**src/rtl/dsp_pkg.sv**
```systemverilog
// dsp_pkg: instruction format shared by the sequencer and the DSP core
package dsp_pkg;
    localparam int OPC_W   = 6;
    localparam int ADDR_W  = 10;
    localparam int INSTR_W = OPC_W + 2 * ADDR_W;

    typedef enum logic [OPC_W-1:0] {
        OP_NOP   = 6'd0,
        OP_LOAD  = 6'd1,
        OP_MAC   = 6'd2,
        OP_STORE = 6'd3,
        OP_OUT   = 6'd4
    } opcode_t;

    typedef struct packed {
        opcode_t             opcode;
        logic [ADDR_W-1:0]   sample_addr;
        logic [ADDR_W-1:0]   param_addr;
    } instr_t;

    localparam instr_t INSTR_NOP = '0;
endpackage

```
**src/rtl/dsp_sequencer_if.sv**
```systemverilog
// dsp_sequencer_if: frame control, status and program-memory port of the sequencer
interface dsp_sequencer_if #(
    parameter int INSTR_WIDTH = 26,
    parameter int PC_WIDTH    = 10
);
    logic                   enable;
    logic                   sample_tick;
    logic                   overrun_clr;
    logic [PC_WIDTH-1:0]    prog_last;
    logic [PC_WIDTH-1:0]    prog_rd_addr;
    logic [INSTR_WIDTH-1:0] prog_rd_data;
    logic [INSTR_WIDTH-1:0] instruction;
    logic                   busy;
    logic                   frame_done;
    logic                   overrun;

    modport master (
        output enable, sample_tick, overrun_clr, prog_last, prog_rd_data,
        input  prog_rd_addr, instruction, busy, frame_done, overrun
    );

    modport slave (
        input  enable, sample_tick, overrun_clr, prog_last, prog_rd_data,
        output prog_rd_addr, instruction, busy, frame_done, overrun
    );
endinterface

```
**src/rtl/dsp_sequencer.sv**
```systemverilog
// dsp_sequencer: issues one pass of the DSP program per audio frame, then drains the core pipeline
module dsp_sequencer
    import dsp_pkg::*;
#(
    parameter int INSTR_WIDTH  = INSTR_W,
    parameter int PC_WIDTH     = 10,
    parameter int DRAIN_CYCLES = 4
) (
    input logic            clk,
    input logic            reset_n,
    dsp_sequencer_if.slave bus
);
    typedef enum logic [1:0] {IDLE, FETCH, RUN, DRAIN} state_t;

    localparam int CNT_W = $clog2(DRAIN_CYCLES + 1);

    state_t              state, state_nxt;
    logic [PC_WIDTH-1:0] pc, pc_nxt, last_pc;
    logic [CNT_W-1:0]    cnt, cnt_nxt;
    logic                last_rd;
    logic                overrun;
    logic                start;

    assign start = state == IDLE && bus.sample_tick && bus.enable;

    // Next state, pc advance (saturating at the latched last address) and drain countdown
    always_comb begin
        state_nxt = state;
        pc_nxt    = pc;
        cnt_nxt   = cnt;
        case (state)
            IDLE:  state_nxt = start ? FETCH : IDLE;
            FETCH: begin
                state_nxt = RUN;
                pc_nxt    = pc != last_pc ? pc + 1'b1 : pc;
            end
            RUN: begin
                pc_nxt    = pc != last_pc ? pc + 1'b1 : pc;
                state_nxt = last_rd ? DRAIN : RUN;
                cnt_nxt   = last_rd ? CNT_W'(DRAIN_CYCLES - 1) : cnt;
            end
            DRAIN: begin
                state_nxt = cnt == '0 ? IDLE : DRAIN;
                pc_nxt    = cnt == '0 ? '0 : pc;
                cnt_nxt   = cnt == '0 ? cnt : cnt - 1'b1;
            end
            default: state_nxt = IDLE;
        endcase
    end

    // Frame registers; last_rd flags that the read now returning was the final program word
    always_ff @(posedge clk or negedge reset_n) begin
        if (!reset_n) begin
            state   <= IDLE;
            pc      <= '0;
            cnt     <= '0;
            last_pc <= '0;
            last_rd <= 1'b0;
        end else begin
            state   <= state_nxt;
            pc      <= pc_nxt;
            cnt     <= cnt_nxt;
            last_pc <= start ? bus.prog_last : last_pc;
            last_rd <= (state == FETCH || state == RUN) && pc == last_pc;
        end
    end

    // Sticky overrun; a new event outranks a same-cycle clear
    always_ff @(posedge clk or negedge reset_n) begin
        if (!reset_n) overrun <= 1'b0;
        else overrun <= (bus.sample_tick && state != IDLE) || (overrun && !bus.overrun_clr);
    end

    assign bus.prog_rd_addr = pc;
    assign bus.instruction  = state == RUN ? bus.prog_rd_data : INSTR_WIDTH'(INSTR_NOP);
    assign bus.busy         = state != IDLE;
    assign bus.frame_done   = state == DRAIN && cnt == '0;
    assign bus.overrun      = overrun;
endmodule

```
**src/flat_wrapper.sv**
```systemverilog
// flat-port wrapper written by rule: the top's interface ports become plain ports
module dsp_sequencer_flat import dsp_pkg::*;
#(
    parameter int INSTR_WIDTH  = INSTR_W,
    parameter int PC_WIDTH     = 10,
    parameter int DRAIN_CYCLES = 4
)
  (clk, reset_n, bus_enable, bus_sample_tick, bus_overrun_clr, bus_prog_last, bus_prog_rd_data, bus_prog_rd_addr, bus_instruction, bus_busy, bus_frame_done, bus_overrun);
  dsp_sequencer_if #(.INSTR_WIDTH(INSTR_WIDTH), .PC_WIDTH(PC_WIDTH)) bus_i ();
  input logic clk;
  input logic reset_n;
  input wire logic [$bits(bus_i.enable)-1:0] bus_enable;
  input wire logic [$bits(bus_i.sample_tick)-1:0] bus_sample_tick;
  input wire logic [$bits(bus_i.overrun_clr)-1:0] bus_overrun_clr;
  input wire logic [$bits(bus_i.prog_last)-1:0] bus_prog_last;
  input wire logic [$bits(bus_i.prog_rd_data)-1:0] bus_prog_rd_data;
  output wire logic [$bits(bus_i.prog_rd_addr)-1:0] bus_prog_rd_addr;
  output wire logic [$bits(bus_i.instruction)-1:0] bus_instruction;
  output wire logic [$bits(bus_i.busy)-1:0] bus_busy;
  output wire logic [$bits(bus_i.frame_done)-1:0] bus_frame_done;
  output wire logic [$bits(bus_i.overrun)-1:0] bus_overrun;
  assign bus_i.enable = bus_enable;
  assign bus_i.sample_tick = bus_sample_tick;
  assign bus_i.overrun_clr = bus_overrun_clr;
  assign bus_i.prog_last = bus_prog_last;
  assign bus_i.prog_rd_data = bus_prog_rd_data;
  assign bus_prog_rd_addr = bus_i.prog_rd_addr;
  assign bus_instruction = bus_i.instruction;
  assign bus_busy = bus_i.busy;
  assign bus_frame_done = bus_i.frame_done;
  assign bus_overrun = bus_i.overrun;
  dsp_sequencer #(.INSTR_WIDTH(INSTR_WIDTH), .PC_WIDTH(PC_WIDTH), .DRAIN_CYCLES(DRAIN_CYCLES)) u_core (.clk(clk), .reset_n(reset_n), .bus(bus_i));
endmodule
```
**config.mk**
```make
export PLATFORM = sky130hd
export DESIGN_NAME = dsp_sequencer_flat
export DESIGN_NICKNAME = d
export VERILOG_FILES = /design/src/rtl/dsp_pkg.sv /design/src/rtl/dsp_sequencer_if.sv /design/src/rtl/dsp_sequencer.sv /design/src/flat_wrapper.sv
export SDC_FILE = /design/constraint.sdc
export NUM_CORES = 1
export LEC_CHECK = 0
export ABC_AREA = 1
export CAP_MARGIN = 30
export CORE_MARGIN = 2
export CORE_UTILIZATION = 46
export CTS_CLUSTER_DIAMETER = 120
export DETAILED_ROUTE_END_ITERATION = 7
export PLACE_DENSITY = 0.87
export SYNTH_ARGS = -nofsm -noshare
export SYNTH_HDL_FRONTEND = slang
export SYNTH_SLANG_ARGS = --single-unit
export TNS_END_PERCENT = 5
```
**constraint.sdc**
```tcl
create_clock -name clk -period 5.1 [get_ports clk]
set_clock_uncertainty 0.2 [all_clocks]
set_input_delay 1.02 -clock clk [delete_from_list [all_inputs] [get_ports clk]]
set_output_delay 1.02 -clock clk [all_outputs]
set_load 0.01 [all_outputs]
```
Yosys cells after proc, flatten, opt, wreduce, memory -nomap -nowiden
Cells that the tools add are included.
{"block": "word_totals", "register_bits": 27, "input_bits": 41, "out_inout_bits": 39, "word_cells": 45}
{"block": "op_classes", "addsub": 2, "eq_ne": 9, "mux": 11, "n_reduce_logical": 17}
{"op": "two-way mux 26 bit", "count": 1}
{"op": "two-way mux 10 bit", "count": 2}
{"op": "one-hot mux 10 bit (2 select lines)", "count": 1}
{"op": "adder 10 x 1 -> 10 bit, second input constant", "count": 1}
{"op": "== test 10 bit", "count": 1}
{"op": "inequality test 10 bit", "count": 1}
{"op": "one-hot mux 2 bit (4 select lines)", "count": 1}
{"op": "logical AND 1 bit", "count": 6}
{"op": "two-way mux 3 bit", "count": 2}
{"op": "inequality test 2 x 1 -> 1 bit, second input constant", "count": 3}
{"op": "one-hot mux 3 bit (2 select lines)", "count": 1}
{"op": "AND reduction 3 bit", "count": 2}
{"op": "nonzero test 2 bit", "count": 3}
{"op": "== test 2 bit, second input constant", "count": 2}
{"op": "zero test 3 bit", "count": 1}
{"op": "subtractor 3 x 1 -> 3 bit, second input constant", "count": 1}
{"op": "== test 2 x 1 -> 1 bit, second input constant", "count": 1}
{"op": "zero test 2 bit", "count": 1}
{"op": "logical OR 1 bit", "count": 2}
{"op": "two-way mux 1 bit", "count": 2}
{"op": "two-way mux 2 bit", "count": 1}
{"op": "inequality test 2 bit, second input constant", "count": 1}
{"op": "OR reduction 2 bit", "count": 1}
{"op": "zero test 1 bit", "count": 1}

Longest topological paths before layout
Gate-level depths: netlist (run 1).
{"block": "depth", "depth_word": 5, "mapped_depth": 10, "depth_no_buf": 10}

Worst setup path after synthesis (run 1)
No wires, ideal clock.
{"block": "synth_timing", "path_type": "flip-flop to output port", "from": "reg u_core.state[0]", "to": "out bus_instruction[10]", "t_arrival_ns": 1.224, "required_time_ns": 3.880, "path_slack_ns": 2.656, "stages_incl_launch_ff": 7, "path_buffers": 2, "cell_sequence": "dfrtp_1 -> inv_1 -> ha_1 -> buf_2 -> buf_1 -> nand2_1 -> inv_1"}
{"block": "synth_between", "elab_chain_cells": 2}
{"item": "start: declaration", "line": "dsp_sequencer.sv:17", "text": "state_t state, state_nxt;"}
{"item": "start signal: assignment", "line": "dsp_sequencer.sv:60", "text": "state <= state_nxt;"}
{"item": "== test 2 bit", "line": "dsp_sequencer.sv:75", "text": "assign bus.instruction = state == RUN ? bus.prog_rd_data : INSTR_WIDTH'(INSTR_NOP);"}
{"item": "two-way mux 26 bit", "line": "dsp_sequencer.sv:75"}
{"item": "end: declaration", "line": "flat_wrapper.sv:18", "text": "output wire logic [$bits(bus_i.instruction)-1:0] bus_instruction;"}
Every way passes these cells.

Worst setup path after layout (run 1)
{"block": "layout_timing", "from": "reg u_core.state[0]", "to": "out bus_instruction[21]"}
The elaborated chain is that of the path after synthesis.

==> results of run 1 <==
## registers in the layout, indices dropped and copies added, names as in the netlist
| name | count |
|---|---|
| u_core.last_rd | 1 |
| u_core.state | 2 |
| u_core.cnt | 3 |
| u_core.bus.prog_rd_addr | 10 |
| u_core.last_pc | 10 |
| u_core.bus.overrun | 1 |
## worst register-to-register path, cell delays in order, from the launching register on
cell,delay [ns]
dfrtp_1,0.39
inv_1,0.12
ha_1,0.79
nand2_1,0.19
o21ai_0,0.21
nand2_1,0.16
nand2_1,0.08
o21ai_0,0.07
## through the flow
stage	worst slack [ns]	instance area [µm²]
floorplan	2.656	1828
global placement	1.740	2633
detailed placement	1.720	2640
CTS	1.531	2686
global route	1.324	2686
finish	1.534	2686
## logic make-up after synthesis
| family | count (synthesis) | share of synthesized area [%] |
|---|---|---|
| flip-flops | 27 | 36.96 |
| AND/OR/NAND/NOR | 150 | 35.59 |
| adder cells (fa/ha/maj) | 7 | 4.791 |
| AO/OA/AOI/OAI | 22 | 6.503 |
| XOR/XNOR | 1 | 0.4792 |
| buffers and inverters | 71 | 15.67 |
## worst paths after layout
| kind | start | to | cells after the start |
|---|---|---|---|
| worst max-delay path | u_core.state[0] | bus_instruction[21] | 5 |
| worst min-delay path | u_core.cnt[2] | u_core.cnt[2] | 2 |
| worst max register to register | u_core.state[0] | u_core.cnt[2] | 7 |
| worst min register to register | u_core.cnt[2] | u_core.cnt[2] | 2 |
| max in group asynchronous | reset_n | u_core.cnt[2] | 2 |
| min in group asynchronous | reset_n | u_core.bus.prog_rd_addr[8] | 2 |
## per-layer routing
metal	vias up	part of all wire, %	GRT usage [%]
li1	980	-	-
met1	872	41	27.37
met2	67	50	41.34
met3	7	6.6	3.547
met4	0	1.9	7.143
met5	-	0	0
## layout by cell type, fill, tap and decap left out, drive strengths merged
cell,n
a32oi,1
dfrtp,27
nor2,27
inv,61
ha,7
nor3b,2
o21ai,6
nand4,4
xor2,1
o211ai,1
nand3,16
a21oi,13
nand3b,1
clkbuf,3
clkdlybuf4s50,79
clkinv,2
nand2,100
buf,2
a22oi,1
## area by class of cell
class	instances	share of cell area, %
clock buffer	3	1.537
inverter	62	8.663
tap	48	2.236
timing repair buffer	81	30.00
clock inverter	1	0.1863
sequential	27	25.15
multi-input combinational	180	32.23
## power breakdown
part	switching [mW]	internal [mW]	leakage, nW
Combinational	0.0232	0.0485	1.16
Clock	0.0687	0.0549	0.0255
Sequential	0.000234	0.214	0.302
==> results_dict.tcl, run 1 <==
set metrics [dict create \
    grt_max_degree 30 \
    port_buffers 79 \
    coreArea_um2 3744 \
    yosys-top-cells-area "dfrtp_1 37%, nand2_1 20%, inv_1 12%" \
    crit_buf_inv 3 \
    power_leakage_nw 1.485 \
    wire_per_inst_um 11.75 \
    fin_worst_hold_slack_ns 0.2946 \
    first_global_vias 1767 \
    slew_violations 0 \
    ys_ff_latch 27 \
    multi_input_comb_area_um2 865.8 \
    clock-sinks 27 \
    vias_per_cell 4.791 \
    fp.dieW_um 67.04 \
    outcome "finished, final reports clean" \
    dpl.cell_count 398 \
    cp_slowest_cell "ha_1" \
    fin_crit_sh_pct 69.92 \
    min_period_ns 3.566 \
    synth_cell_types 26 \
    drt-pass1-iter-count 4 \
    cpMostUsedCell "inv_1" \
    cp_cell_sequence "inv_1 -> ha_1 -> nand2_1 -> inv_1 -> clkdlybuf4s50_1" \
    slew_headroom_pct 37.26 \
    grt_setup_unrepaired "false" \
    cp.arrival_ns 2.35 \
    cpPeakStageDelay_ns 0.79 \
    synth_top_area_share_pct 36.96 \
    wl_mm 4.723 \
    async_flop_share_pct 100.0 \
    crit_family "adder cells" \
    clockBufferDepth 2 \
    initial_utilization_pct 48.83 \
    worst_pin_slew_ns 0.9411 \
    post-route-util_pct 71.76 \
    place.gp.congestion 0.8501 \
    postCtsHoldBufs 0 \
    dieArea_um2 4494 \
    drive_gt1_share_pct 5.367 \
    synth_edf_count 0 \
    rrSetupSlack_ns 2.78 \
    htree_num_levels 1 \
    synth_top_area_cell "dfrtp_1" \
    syn2layout_area_growth_pct 46.95 \
    fillers 318 \
    synth_fp_nets 326 \
    cts_tree "yes" \
    globalRouteOverflowTotal 0 \
    nets 403 \
    cp_max_fo 29 \
    cp-start-kind "flop" \
    finalPower_uw 409.8 \
    rows 22 \
    ir_drop_mv 0.1074 \
    grt_antenna_before_repair 0 \
    ys_warn_count 0 \
    avgSynthCellArea_um2 6.576 \
    diodes 0 \
    p_per_area_nw_per_um2 152.6 \
    postRouteAntennaNets 0 \
    dp_hpwl_mm 3.704 \
    grt_pass1_wl_mm 7.797 \
    vias 1926 \
    synth_most_common_cell "nand2_1" \
    path_class "reg2out" \
    maxCapViolations 0 \
    cts_setup_buffers 0 \
    synth_flop_cell "dfrtp_1" \
    clock_latency_ns 0.28 \
    fmax_mhz 280.4 \
    cts_resized 0 \
    finalHoldViolations 0 \
    root_buffer "clkbuf_8" \
    yosysSeqAreaShare_pct 36.96 \
    synthCells 278 \
    holdCritPathClass "reg2reg" \
    register_area_um2 675.6 \
    endpoint_kind "output pin" \
    netlist_top_cells_count "98 x nand2_1, 58 x inv_1, 27 x dfrtp_1" \
    worst_setup_hold_path_clk_slew_ns 0.09 \
    track_usage_pct 22.83 \
    critical_path_required_ns 3.88 \
    drc_errors 0 \
    fp.dieH_um 67.04 \
    tns_ns 0 \
    netlist_area_um2 1828 \
    pin_count 80 \
    numCtsBuffers 3 \
    layout.cells.non_filler 402 \
    setup_viol 0 \
    drt_iter0_drc 93 \
]
(Power assumes the default switching activity.)
==> run 2, diff against run 1 <==
CORE_UTILIZATION = 42   (was 46)
PLACE_DENSITY = 0.8   (was 0.87)
clock period = 3.42 ns   (was 5.1 ns; I/O delays follow)
==> run 2 against run 1 <==
Against the previous run: first-iteration DRC count down 38%; worst setup slack lost 0.91 ns; final cell count increased by 0.75%.
==> results_dict.tcl, run 2 (synthesis results as in run 1) <==
set metrics [dict create \
    outcome "finished, final reports clean" \
    initial_utilization_pct 44.73 \
    finalHoldViolations 0 \
    holdCritPathClass "reg2reg" \
    r2r-end "u_core.bus.prog_rd_addr[8]" \
    cpMostUsedCell "inv_1" \
    slew_headroom_pct 52.06 \
    power_leakage_nw 1.490 \
    place.gp.congestion 0.8229 \
    nets 404 \
    postCtsHoldBufs 0 \
    fp.dieW_um 69.97 \
    setup_viol 0 \
    port_buffers 79 \
    hold_start "u_core.cnt[0]" \
    cts_resized 0 \
    clock-sinks 27 \
    grt_antenna_before_repair 0 \
    globalRouteOverflowTotal 0 \
    vias_per_cell 4.642 \
    worst_setup_hold_path_clk_slew_ns 0.09 \
    grt_pass1_wl_mm 7.679 \
    holdPathEnd "u_core.cnt[0]" \
    endpoint_kind "output pin" \
    coreArea_um2 4086 \
    mostFrequentLayoutCells "98 x nand2_1, 79 x clkdlybuf4s50_1, 58 x inv_1" \
    critical_path_required_ns 2.54 \
    pin_count 80 \
    cp.arrival_ns 1.91 \
    fp.dieH_um 69.97 \
    syn2layout_area_growth_pct 47.50 \
    cp-start-kind "flop" \
    final_common_cell "nand2_1" \
    grt_setup_unrepaired "false" \
    clockBufferDepth 2 \
    slew_violations 0 \
    root_buffer "clkbuf_8" \
    drt-pass1-iter-count 4 \
    dieArea_um2 4896 \
    wire_per_inst_um 11.10 \
    rrSetupSlack_ns 1.26 \
    clock_latency_ns 0.27 \
    htree_num_levels 1 \
    worstReg2RegStart "u_core.state[1]" \
    cp_slowest_cell "clkdlybuf4s50_1" \
    cpPeakStageDelay_ns 0.53 \
    fmax_mhz 358.1 \
    drc_errors 0 \
    fin_crit_sh_pct 81.65 \
    wl_mm 4.495 \
    postRouteAntennaNets 0 \
    multi_input_comb_area_um2 865.8 \
    rows 23 \
    ir_drop_mv 0.2293 \
    register_area_um2 675.6 \
    tns_ns 0 \
    path_class "reg2out" \
    cts_setup_buffers 0 \
    first_global_vias 1719 \
    diodes 0 \
    maxCapViolations 0 \
    cp_max_fo 28 \
    grt_max_degree 29 \
    ff2ff_path_depth 8 \
    track_usage_pct 18.67 \
    cts_tree "yes" \
    cp_cell_sequence "inv_1 -> ha_1 -> buf_4 -> nand2_1 -> inv_1 -> clkdlybuf4s50_1" \
    fillers 373 \
    drive_gt1_share_pct 5.634 \
    drt_iter0_drc 58 \
    numCtsBuffers 3 \
    dp_hpwl_mm 3.591 \
    min_period_ns 2.792 \
    min_path_cells 1 \
    finalPower_uw 604.7 \
    p_per_area_nw_per_um2 224.3 \
    vias 1880 \
    worst_pin_slew_ns 0.7171 \
]
## run 2: cell types whose count changed in the layout (fill, tap and decap cells not counted), sizes merged
| cell | previous run | this run |
|---|---|---|
| buf | 2 | 3 |
## run 2: report_power, final
part | internal [mW] | switching (mW) | leakage, nW
Combinational | 0.0724 | 0.0343 | 1.16
Clock | 0.0815 | 0.0963 | 0.0255
Sequential | 0.320 | 0.000384 | 0.302
## run 2: layout make-up
class	count	share of cell area, %
multi-input cells	180	32.11
inverters	62	8.631
clock buffers	3	1.531
flip-flops and latches	27	25.06
well taps	50	2.320
repair buffers	82	30.16
clock inverters	1	0.1856
## run 2: how the worst max path moves through the flow
stage | startpoint | to | slack (ns) | cells past startpoint
final | u_core.state[0] | bus_instruction[21] | 0.63 | 6
after CTS | u_core.state[0] | bus_instruction[19] | 0.59 | 6
after floorplan | u_core.state[0] | bus_instruction[10] | 1.31 | 6
after detailed placement | bus_prog_rd_data[3] | bus_instruction[3] | 0.73 | 4
after global routing | u_core.state[0] | bus_instruction[19] | 0.50 | 6
after global placement | bus_prog_rd_data[3] | bus_instruction[3] | 0.73 | 4
## run 2: metal layers
metal	GRT usage (%)	wire length, µm
met1	23.10	1957
met2	32.91	2141
met3	4.329	361
met4	4.274	34
met5	0	0
## run 2: per-stage QoR
step	worst slack (ns)	instances	hold slack, ns	utilization (%)	cell area, µm²
after floorplan	1.312	278	0.1884	-	1828
after global placement	0.7321	400	0.2692	64.67	2643
after detailed placement	0.7333	401	0.2907	64.85	2650
after CTS	0.5949	405	0.3075	65.98	2696
after global routing	0.4970	405	0.3261	65.98	2696
final	0.6276	405	0.3120	65.98	2696
## run 2: critical path, delay by kind of cell, from the launching register on
kind / cells / cell delay (ns)
fa+ha+maj: 1 / 0.17
simple gates: 1 / 0.08
flops: 1 / 0.39
buf+inv: 4 / 0.99
==> run 3, diff against run 2 <==
clock period = 2.6 ns   (was 3.42 ns; I/O delays follow)
==> run 3 against run 2 <==
Against the previous run: final cell count rose by 0.74%; via count rose by 2.6%; sequential share of layout area fell by 0.61 points; largest cell class unchanged; highest routed layer unchanged; sequential cell count did not move; routed wire length rose by 2.9%; clock-buffer cell count did not move; hold slack got worse by 0.0054 ns.
==> results_dict.tcl, run 3 (synthesis results as in run 1) <==
set metrics [dict create \
    outcome "finished, final reports clean" \
    fp.dieW_um 69.97 \
    dp_hpwl_mm 3.653 \
    port_buffers 79 \
    dpl.cell_count 402 \
    vias_per_cell 4.725 \
    drc_errors 0 \
    crit_buf_inv 4 \
    post_dp_cell_area_um2 2670 \
    ir_drop_mv 0.3063 \
    swShare_pct 21.89 \
    fillers 354 \
    cts_tree "yes" \
    cp_cell_sequence "inv_2 -> ha_4 -> clkbuf_16 -> nand2_1 -> inv_1 -> clkdlybuf4s50_1" \
    min_path_cells 2 \
    pin_count 80 \
    first_global_vias 1713 \
    fmax_mhz 402.4 \
    tns_ns 0 \
    drt_iter0_drc 67 \
    min_period_ns 2.485 \
    layout.cells.non_filler 408 \
    holdCritPathClass "reg2reg" \
    grt_setup_unrepaired "false" \
    final_common_cell "nand2_1" \
    finalPower_uw 798.1 \
    track_usage_pct 18.88 \
    drive_gt1_share_pct 7.263 \
    endpoint_kind "output pin" \
    p_per_area_nw_per_um2 288.7 \
    cp.arrival_ns 1.76 \
    root_buffer "clkbuf_8" \
    clockBufferDepth 2 \
    maxCapViolations 0 \
    postCtsHoldBufs 0 \
    slew_headroom_pct 75.68 \
    grt_pass1_wl_mm 7.617 \
    wl_mm 4.626 \
    fp.dieH_um 69.97 \
    diodes 0 \
    p_sw_uw 174.7 \
    crit_cells 6 \
    coreArea_um2 4086 \
    slew_violations 0 \
    ff2ff_path_depth 10 \
    mostFrequentLayoutCells "98 x nand2_1, 79 x clkdlybuf4s50_1, 57 x inv_1" \
    cp_slowest_cell "clkdlybuf4s50_1" \
    path_class "reg2out" \
    worst_pin_slew_ns 0.3648 \
    power_leakage_nw 1.520 \
    place.gp.congestion 0.8588 \
    finalHoldViolations 0 \
    postRouteAntennaNets 0 \
    post-route-util_pct 67.64 \
    dieArea_um2 4896 \
    crit_family "buffers and inverters" \
    globalRouteOverflowTotal 0 \
    cpPeakStageDelay_ns 0.53 \
    syn2layout_area_growth_pct 51.20 \
    worst_setup_hold_path_clk_slew_ns 0.09 \
    critical_path_required_ns 1.88 \
    rows 23 \
    nets 407 \
    htree_num_levels 1 \
    drt-pass1-iter-count 4 \
    vias 1928 \
    numCtsBuffers 3 \
    rrSetupSlack_ns 0.59 \
    cts_setup_buffers 0 \
    clock_power_share_pct 29.7 \
    power_frac_seq_pct 52.8 \
    clock-sinks 27 \
    grt_max_degree 29 \
    pwr-share-comb_pct 17.5 \
    grt_antenna_before_repair 0 \
    fin_crit_sh_pct 95.58 \
    setup_viol 0 \
    p_int_uw 623.4 \
    clock_latency_ns 0.27 \
    stdcell_area_um2 2764 \
    cp-start-kind "flop" \
    cp_max_fo 14 \
    initial_utilization_pct 44.73 \
    wire_per_inst_um 11.34 \
]
[run 3: cell count changes in the layout (fill, tap and decap cells not counted), sizes merged]
cell	delta
clkbuf	+1
buf	+2
[run 3: power groups by stage]
stage / logic (mW) / clock network, mW / registers, mW
after floorplan: 0.0279 / 0 / 0.430
after detailed placement: 0.142 / 0 / 0.430
after CTS: 0.142 / 0.240 / 0.421
after global routing: 0.153 / 0.261 / 0.421
after global placement: 0.141 / 0 / 0.429
final: 0.140 / 0.237 / 0.421
[run 3: path summary, 6_finish.rpt]
| check | start | end |
|---|---|---|
| setup reg to reg | u_core.state[1] | u_core.bus.prog_rd_addr[3] |
| min in group asynchronous | reset_n | u_core.cnt[1] |
| hold / removal | u_core.cnt[2] | u_core.cnt[2] |
| setup / recovery | u_core.state[0] | bus_instruction[15] |
| max in group asynchronous | reset_n | u_core.last_pc[3] |
| hold reg to reg | u_core.cnt[2] | u_core.cnt[2] |
[run 3: final cells by class]
| class | count | area [µm²] | area share, % |
|---|---|---|---|
| multi-input cells | 180 | 880.8 | 31.87 |
| flip-flops and latches | 27 | 675.6 | 24.45 |
| repair buffers | 85 | 865.8 | 31.33 |
| well taps | 50 | 62.56 | 2.263 |
| clock inverters | 1 | 5.005 | 0.1811 |
| clock buffers | 3 | 41.29 | 1.494 |
| inverters | 62 | 232.7 | 8.420 |
[run 3: routing by layer]
layer	wire (µm)	vias up	track usage (%)
li1	-	988	-
met1	2019	856	23.46
met5	0	-	0
met4	49	0	5.556
met3	353	5	4.618
met2	2204	79	32.38
[run 3: through the flow]
stage	hold slack, ns	setup slack [ns]
final	0.3067	0.1150
after global routing	0.3345	0.03304
after CTS	0.3056	0.009456
after detailed placement	0.2832	0.2466
after global placement	0.2752	0.2502
after floorplan	0.02441	0.6562
[run 3: repair_timing]
item                                    CTS  global route
endpoints found under the setup margin    1            26
resized for setup                         1             3
cloned                                    0             1
[run 3: worst reg2reg max path, stage by stage, from the launching register on]
cell,delay [ns]
dfrtp_1,0.45
inv_1,0.09
ha_1,0.27
inv_1,0.04
a21oi_1,0.15
nand3_2,0.09
nor2_2,0.13
nand2_2,0.20
nand2_4,0.19
nand2_1,0.08
nand2_1,0.06
